## config.mk

```make
export PLATFORM = sky130hd
export DESIGN_NAME = misc_issue_ctrl
export DESIGN_NICKNAME = d
export VERILOG_FILES = /design/src/rtl/misc_issue_ctrl_pkg.sv /design/src/rtl/misc_iq_wake_cmp.sv /design/src/rtl/misc_issue_ctrl.sv
export SDC_FILE = /design/constraint.sdc
export NUM_CORES = 1
export LEC_CHECK = 0
export ABC_CLOCK_PERIOD_IN_PS = 7800
export BUFFER_PORTS_ARGS = -buffer_cell sky130_fd_sc_hd__clkbuf_2
export CORE_MARGIN = 1
export CORE_UTILIZATION = 35
export DETAILED_ROUTE_END_ITERATION = 7
export PLACE_DENSITY = 0.52
export SLEW_MARGIN = 20
export SYNTH_ARGS = -nofsm -noshare
export SYNTH_HDL_FRONTEND = slang
export SYNTH_HIERARCHICAL = 1
export SYNTH_SLANG_ARGS = --single-unit
export TNS_END_PERCENT = 20
```

## constraint.sdc

```tcl
create_clock -name clk -period 7.8 [get_ports clk]
set_input_delay 1.17 -clock clk [delete_from_list [all_inputs] [get_ports clk]]
set_output_delay 1.17 -clock clk [all_outputs]
set_load 0.05 [all_outputs]
```

## src/rtl/misc_issue_ctrl_pkg.sv

```systemverilog
// Shared types for the misc-pipe issue controller.
package misc_issue_ctrl_pkg;

    localparam int unsigned NUM_SRC = 2;

    typedef enum logic {
        MISC_IQ_RUN      = 1'b0,
        MISC_IQ_WAIT_CMT = 1'b1
    } misc_iq_state_e;

endpackage

```

## src/rtl/misc_iq_wake_cmp.sv

```systemverilog
// One source tag against every wakeup broadcast port.
// Pure combinational, no state; hit is the OR over all valid matching ports.
module misc_iq_wake_cmp
    import misc_issue_ctrl_pkg::*;
#(
    parameter int PREG_W = 6,
    parameter int WAKE_N = 4
) (
    input  logic [PREG_W-1:0]        tag,
    input  logic [WAKE_N-1:0]        wake_valid,
    input  logic [WAKE_N*PREG_W-1:0] wake_preg,
    output logic                     hit
);

    always_comb begin
        hit = 1'b0;
        for (int k = 0; k < WAKE_N; k++) begin
            if (wake_valid[k] && (wake_preg[k*PREG_W +: PREG_W] == tag)) begin
                hit = 1'b1;
            end
        end
    end

endmodule

```

## src/rtl/misc_issue_ctrl.sv

```systemverilog
// In-order issue queue for the misc pipe; priv ops serialise until they commit.
// Latency: dispatch to issue is one cycle minimum; wakeups apply the cycle after broadcast.
// Backpressure: disp_ready_o drops on registered full; issue holds the head while issue_ready_i=0.
module misc_issue_ctrl
    import misc_issue_ctrl_pkg::*;
#(
    parameter int DEPTH     = 4,
    parameter int PAYLOAD_W = 128,
    parameter int PREG_W    = 6,
    parameter int ROB_W     = 6,
    parameter int WAKE_N    = 4
) (
    input  logic                        clk,
    input  logic                        rst,
    input  logic                        flush_i,
    input  logic                        disp_valid_i,
    output logic                        disp_ready_o,
    input  logic [PAYLOAD_W-1:0]        disp_payload_i,
    input  logic                        disp_priv_i,
    input  logic [ROB_W-1:0]            disp_rob_idx_i,
    input  logic [2*PREG_W-1:0]         disp_psrc_i,
    input  logic [1:0]                  disp_src_rdy_i,
    input  logic [WAKE_N-1:0]           wake_valid_i,
    input  logic [WAKE_N*PREG_W-1:0]    wake_preg_i,
    input  logic [ROB_W-1:0]            rob_head_i,
    input  logic                        priv_done_i,
    output logic                        issue_valid_o,
    output logic [PAYLOAD_W-1:0]        issue_payload_o,
    input  logic                        issue_ready_i,
    output logic [$clog2(DEPTH):0]      count_o
);

    localparam int IDX_W = $clog2(DEPTH);
    localparam int PTR_W = IDX_W + 1;

    typedef struct packed {
        logic                           valid;
        logic                           priv;
        logic [ROB_W-1:0]               rob_idx;
        logic [NUM_SRC-1:0][PREG_W-1:0] psrc;
        logic [NUM_SRC-1:0]             rdy;
        logic [PAYLOAD_W-1:0]           payload;
    } misc_iq_entry_t;

    misc_iq_entry_t                   entry_q [DEPTH];
    misc_iq_entry_t                   head_ent;
    misc_iq_entry_t                   disp_ent;
    logic [PTR_W-1:0]                 head_ptr;
    logic [PTR_W-1:0]                 tail_ptr;
    misc_iq_state_e                   state;
    logic                             full;
    logic                             empty;
    logic                             disp_fire;
    logic                             issue_fire;
    logic                             head_priv_ok;
    logic [DEPTH-1:0][NUM_SRC-1:0]    ent_wake_hit;
    logic [NUM_SRC-1:0]               disp_wake_hit;

    // Wake comparators: two per entry plus two for the op being dispatched this cycle.
    for (genvar e = 0; e < DEPTH; e++) begin : g_ent
        for (genvar s = 0; s < NUM_SRC; s++) begin : g_src
            misc_iq_wake_cmp #(.PREG_W(PREG_W), .WAKE_N(WAKE_N)) u_cmp (
                .tag        (entry_q[e].psrc[s]),
                .wake_valid (wake_valid_i),
                .wake_preg  (wake_preg_i),
                .hit        (ent_wake_hit[e][s])
            );
        end
    end

    for (genvar s = 0; s < NUM_SRC; s++) begin : g_disp
        misc_iq_wake_cmp #(.PREG_W(PREG_W), .WAKE_N(WAKE_N)) u_cmp (
            .tag        (disp_psrc_i[s*PREG_W +: PREG_W]),
            .wake_valid (wake_valid_i),
            .wake_preg  (wake_preg_i),
            .hit        (disp_wake_hit[s])
        );
    end

    assign full  = (head_ptr[IDX_W-1:0] == tail_ptr[IDX_W-1:0]) &&
                   (head_ptr[IDX_W] != tail_ptr[IDX_W]);
    assign empty = (head_ptr == tail_ptr);

    assign head_ent     = entry_q[head_ptr[IDX_W-1:0]];
    assign head_priv_ok = ~head_ent.priv | (head_ent.rob_idx == rob_head_i);

    assign disp_ready_o    = ~full & ~rst & ~flush_i;
    assign issue_valid_o   = ~empty & head_ent.valid & (state == MISC_IQ_RUN) &
                             (&head_ent.rdy) & head_priv_ok & ~flush_i & ~rst;
    assign issue_payload_o = head_ent.payload;
    assign count_o         = tail_ptr - head_ptr;

    assign disp_fire  = disp_valid_i & disp_ready_o;
    assign issue_fire = issue_valid_o & issue_ready_i;

    always_comb begin
        disp_ent         = '0;
        disp_ent.valid   = 1'b1;
        disp_ent.priv    = disp_priv_i;
        disp_ent.rob_idx = disp_rob_idx_i;
        disp_ent.psrc    = disp_psrc_i;
        disp_ent.payload = disp_payload_i;
        for (int s = 0; s < NUM_SRC; s++) begin
            disp_ent.rdy[s] = disp_src_rdy_i[s] |
                              (disp_psrc_i[s*PREG_W +: PREG_W] == '0) |
                              disp_wake_hit[s];
        end
    end

    // Pointers and serialisation state; flush shares the reset path.
    always_ff @(posedge clk) begin
        if (rst || flush_i) begin
            head_ptr <= '0;
            tail_ptr <= '0;
            state    <= MISC_IQ_RUN;
        end else begin
            if (disp_fire) begin
                tail_ptr <= tail_ptr + 1'b1;
            end
            if (issue_fire) begin
                head_ptr <= head_ptr + 1'b1;
            end
            case (state)
                MISC_IQ_RUN: begin
                    if (issue_fire && head_ent.priv) begin
                        state <= MISC_IQ_WAIT_CMT;
                    end
                end
                MISC_IQ_WAIT_CMT: begin
                    if (priv_done_i) begin
                        state <= MISC_IQ_RUN;
                    end
                end
                default: state <= MISC_IQ_RUN;
            endcase
        end
    end

    // Pop and push never target the same slot: that needs both full and empty at once.
    always_ff @(posedge clk) begin
        for (int e = 0; e < DEPTH; e++) begin
            if (rst || flush_i) begin
                entry_q[e].valid <= 1'b0;
            end else begin
                for (int s = 0; s < NUM_SRC; s++) begin
                    if (entry_q[e].valid && ent_wake_hit[e][s]) begin
                        entry_q[e].rdy[s] <= 1'b1;
                    end
                end
                if (issue_fire && (head_ptr[IDX_W-1:0] == IDX_W'(e))) begin
                    entry_q[e].valid <= 1'b0;
                end
                if (disp_fire && (tail_ptr[IDX_W-1:0] == IDX_W'(e))) begin
                    entry_q[e] <= disp_ent;
                end
            end
        end
    end

    a_count_bound: assert property (@(posedge clk) disable iff (rst)
        count_o <= ($clog2(DEPTH)+1)'(DEPTH));
    a_no_issue_in_wait: assert property (@(posedge clk) disable iff (rst)
        (state == MISC_IQ_WAIT_CMT) |-> !issue_valid_o);

endmodule
```

==> metrics.txt <==
# TYPE chip_impl_metric gauge
chip_impl_info{name="run_status",value="completed"} 1
chip_impl_metric{name="post-cts-setup-buffer-count",unit=""} 0
chip_impl_metric{name="htreeDepth",unit=""} 3
chip_impl_metric{name="groute.usage.overall",unit="%"} 16.6
chip_impl_info{name="netlist.top_cell.by_area",value="edfxtp_1"} 1
chip_impl_metric{name="avgRoutedWirePerCell",unit="um"} 23.2
chip_impl_metric{name="syn_area",unit="um^2"} 24800
chip_impl_metric{name="flow.area_growth_from_synthesis",unit="%"} 20.0
chip_impl_metric{name="num_vias",unit=""} 12700
chip_impl_metric{name="swShare",unit="%"} 21.6
chip_impl_metric{name="clk_path_buf_depth",unit=""} 3
chip_impl_metric{name="post_synth.cell_area_avg",unit="um^2"} 20.4
chip_impl_info{name="cts_tree",value="done"} 1
chip_impl_metric{name="achievable-frequency",unit="MHz"} 216
chip_impl_metric{name="power.share.combinational",unit="%"} 4.9
chip_impl_metric{name="post-route-drc-count",unit=""} 0
chip_impl_info{name="end_kind",value="primary output"} 1
chip_impl_metric{name="slew_headroom",unit="%"} 34.3
chip_impl_metric{name="tightest_slew",unit="ns"} 0.986
chip_impl_info{name="ys_dominant_reg_cell",value="edfxtp_1"} 1
chip_impl_metric{name="report.final.slew_viol_count",unit=""} 0
chip_impl_metric{name="globalRoute.totalOverflow",unit=""} 0
chip_impl_metric{name="port_buffers",unit=""} 321
chip_impl_metric{name="cp_data_arrival_time",unit="ns"} 3.46
chip_impl_metric{name="grt_pass1_vias",unit=""} 13600
chip_impl_metric{name="final.hold.worst_slack",unit="ns"} 0.476
chip_impl_metric{name="gate_count_of_the_mapped_netlist",unit=""} 1214
chip_impl_metric{name="placement_rows",unit=""} 97
chip_impl_metric{name="gp_congestion",unit=""} 0.794
chip_impl_metric{name="final_clock_skew",unit="ns"} 0.0172
chip_impl_metric{name="cts_resized",unit=""} 0
chip_impl_info{name="post_synth_main_area_contributors",value="edfxtp_1 73%, mux4_2 12%, xnor2_1 4.6%"} 1
chip_impl_metric{name="coreArea",unit="um^2"} 70000
chip_impl_info{name="hp-class",value="register to register"} 1
chip_impl_metric{name="total_power",unit="W"} 0.00714
chip_impl_metric{name="critical_path.max_fanout",unit=""} 42
chip_impl_metric{name="cts.clk_slew.worst_paths",unit="ns"} 0.05
chip_impl_metric{name="syn-num-nets",unit=""} 1414
chip_impl_metric{name="dp_wirelength",unit="um"} 35400
chip_impl_metric{name="die_area",unit="um^2"} 72000
chip_impl_metric{name="drt_iter0_drc",unit=""} 648
chip_impl_info{name="rsz_0062_raised_after_global_routing",value="false"} 1
chip_impl_metric{name="dpl_worst_slack",unit="ns"} 3.32
chip_impl_metric{name="worstPathRequired",unit="ns"} 6.63
chip_impl_metric{name="grt_start_max_net_pins",unit=""} 91
chip_impl_metric{name="hold_violations",unit=""} 0
chip_impl_metric{name="r2r_cells",unit=""} 6
chip_impl_metric{name="synth_seq_cells",unit=""} 609
chip_impl_metric{name="antenna_violations_before_repair",unit=""} 4
chip_impl_metric{name="postPlaceCellArea",unit="um^2"} 27500
chip_impl_metric{name="peakVddDrop",unit="mV"} 0.175
chip_impl_metric{name="hold_depth",unit=""} 1
chip_impl_metric{name="ys.warnings.count",unit=""} 6
chip_impl_metric{name="synth_edf_count",unit=""} 600
chip_impl_metric{name="initial_core_utilization",unit="%"} 35.4
chip_impl_metric{name="detailed_routing_iterations_pass_1",unit=""} 5
chip_impl_metric{name="cellInternalPower",unit="W"} 0.00560
chip_impl_metric{name="dieHeight",unit="um"} 268
chip_impl_metric{name="finalCriticalPeriod",unit="ns"} 4.63
chip_impl_metric{name="grt_first_pass_wirelength",unit="um"} 87100
chip_impl_info{name="path_class",value="register to primary output"} 1
chip_impl_metric{name="clock_sinks",unit=""} 609
chip_impl_metric{name="chipWidth",unit="um"} 268
chip_impl_metric{name="drive_above_1_share",unit="%"} 35.7
chip_impl_info{name="cts-root-buf",value="clkbuf_16"} 1
chip_impl_metric{name="seq_area_frac_synth",unit="%"} 73.3
chip_impl_metric{name="post_synth_num_cell_types",unit=""} 38
chip_impl_metric{name="insertion_delay",unit="ns"} 0.60
chip_impl_metric{name="synth_top_area_share",unit="%"} 72.6
chip_impl_metric{name="pwr-share-seq",unit="%"} 50.9
chip_impl_metric{name="route.detailed.vias_per_inst",unit=""} 4.94
chip_impl_metric{name="cts-buffers-inserted",unit=""} 70
chip_impl_metric{name="switchingPower",unit="W"} 0.00154
chip_impl_metric{name="final.period_utilization",unit="%"} 59.4
chip_impl_metric{name="num_io_pins",unit=""} 322
chip_impl_metric{name="timing.max_cap.violations",unit=""} 0
chip_impl_metric{name="report.final.setup_viol",unit=""} 0
chip_impl_metric{name="final_design_area_no_fill",unit="um^2"} 29800
chip_impl_metric{name="final_net_count",unit=""} 1776
chip_impl_metric{name="post-route-util",unit="%"} 42.5
chip_impl_metric{name="power.clock.fraction",unit="%"} 44.2
chip_impl_metric{name="post-route-worst-setup-slack",unit="ns"} 3.17
chip_impl_metric{name="async_reset_ff_share",unit="%"} 0
chip_impl_metric{name="power_per_cell_area",unit="nW/um^2"} 240
chip_impl_metric{name="postRouteWirelength",unit="um"} 59600
chip_impl_metric{name="final_ant_viol_nets",unit=""} 0
chip_impl_metric{name="holdBufCountCts",unit=""} 0
chip_impl_info{name="crit_path_start_kind",value="register"} 1
chip_impl_metric{name="p_leak",unit="nW"} 9.86
chip_impl_metric{name="fillers",unit=""} 6285
## through the flow
step                std cells  TNS [ns]
finish                   2570         0
global route             2568         0
CTS                      2567         0
detailed placement       2443         0
global placement         2443         0
floorplan                1214   -0.0627
## layout make-up
| cell class | count | area (um^2) | share of cell area, % |
|---|---|---|---|
| clock buffer | 93 | 1900 | 6.38 |
| clock inverter | 31 | 325 | 1.09 |
| antenna | 2 | 5.00 | 0.0168 |
| tap | 940 | 1180 | 3.95 |
| multi-input combinational | 553 | 6400 | 21.5 |
| sequential | 609 | 18200 | 61.1 |
| inverter | 8 | 35.0 | 0.118 |
| timing repair buffer | 334 | 1730 | 5.81 |
## path summary, 6_finish.rpt
check / from / endpoint / slack, ns
worst min register to register: head_ptr[2] / head_ptr[2] / 0.48
worst max-delay path: register / issue_valid_o / 3.17
worst min-delay path: head_ptr[2] / head_ptr[2] / 0.48
worst max register to register: tail_ptr[0] / entry_q[2][128] / 4.31
## metal layers
metal	global-route usage, %	share of wire, %	up-vias
met5	0	0.069	-
met4	4.93	2.3	6
met3	4.65	6.1	97
met2	28.3	51	324
met1	20.5	41	6592
li1	-	-	5671
## power by group through the flow
stage | clock, W | combinational [W] | sequential (W)
after floorplan | 0 | 0.000179 | 0.00371
after global placement | 0 | 0.000347 | 0.00370
after detailed placement | 0 | 0.000354 | 0.00370
after CTS | 0.00324 | 0.000355 | 0.00364
after global routing | 0.00336 | 0.000376 | 0.00364
final | 0.00315 | 0.000351 | 0.00364
## worst max-delay path, cell delays in order (launching register included)
cell      delay [ns]
dfxtp_4         0.82
buf_4           0.78
mux4_2          0.67
o21ai_0         0.10
and3_1          0.21
clkbuf_2        0.29
## layout by cell type (no fill, tap or decap), types with 2 or more instances in the layout
| master | instances |
|---|---|
| a211o_1 | 3 |
| a31o_2 | 6 |
| and3_1 | 2 |
| and3_4 | 3 |
| buf_12 | 2 |
| buf_4 | 11 |
| bufinv_16 | 4 |
| clkbuf_1 | 19 |
| clkbuf_16 | 72 |
| clkbuf_2 | 321 |
| clkbuf_8 | 2 |
| clkinv_1 | 9 |
| clkinv_2 | 8 |
| clkinv_8 | 2 |
| clkinvlp_4 | 3 |
| dfxtp_1 | 7 |
| dfxtp_4 | 2 |
| diode_2 | 2 |
| edfxtp_1 | 600 |
| ha_1 | 10 |
| inv_1 | 7 |
| inv_6 | 3 |
| mux2i_1 | 2 |
| mux4_2 | 134 |
| nand2_1 | 16 |
| nand3_1 | 5 |
| nand4_1 | 42 |
| nor2_1 | 7 |
| nor3_1 | 5 |
| nor4_1 | 40 |
| or4_1 | 12 |
| xnor2_1 | 129 |
| xor2_1 | 121 |
## registers in the layout, indices dropped and copies added (netlist names), named ones only
signal,count
entry_q,600
head_ptr,3
state,1
tail_ptr,3
## cells by family after synthesis
group / Yosys count / synth area share (%)
AND/OR/NAND/NOR: 138 / 3.31
multiplexers: 137 / 12.4
buffers and inverters: 52 / 0.933
AO/OA/AOI/OAI: 16 / 0.585
XOR/XNOR: 251 / 8.89
adder cells (fa/ha/maj): 11 / 0.585
flip-flops: 609 / 73.3
## cells in the mapped netlist (2+ instances only)
cell / count
a211o_1: 3
nor2_1: 7
mux4_2: 134
xnor2_1: 129
nor4_1: 40
and3_1: 5
nand2_1: 16
clkbuf_2: 10
nand4_1: 42
or4_1: 12
edfxtp_1: 600
inv_1: 8
a31o_2: 6
xor2_1: 121
buf_2: 13
clkbuf_1: 20
nor3_1: 5
ha_1: 10
nand3_1: 5
mux2i_1: 2
dfxtp_1: 9
Power figures use the tool's default switching activity.
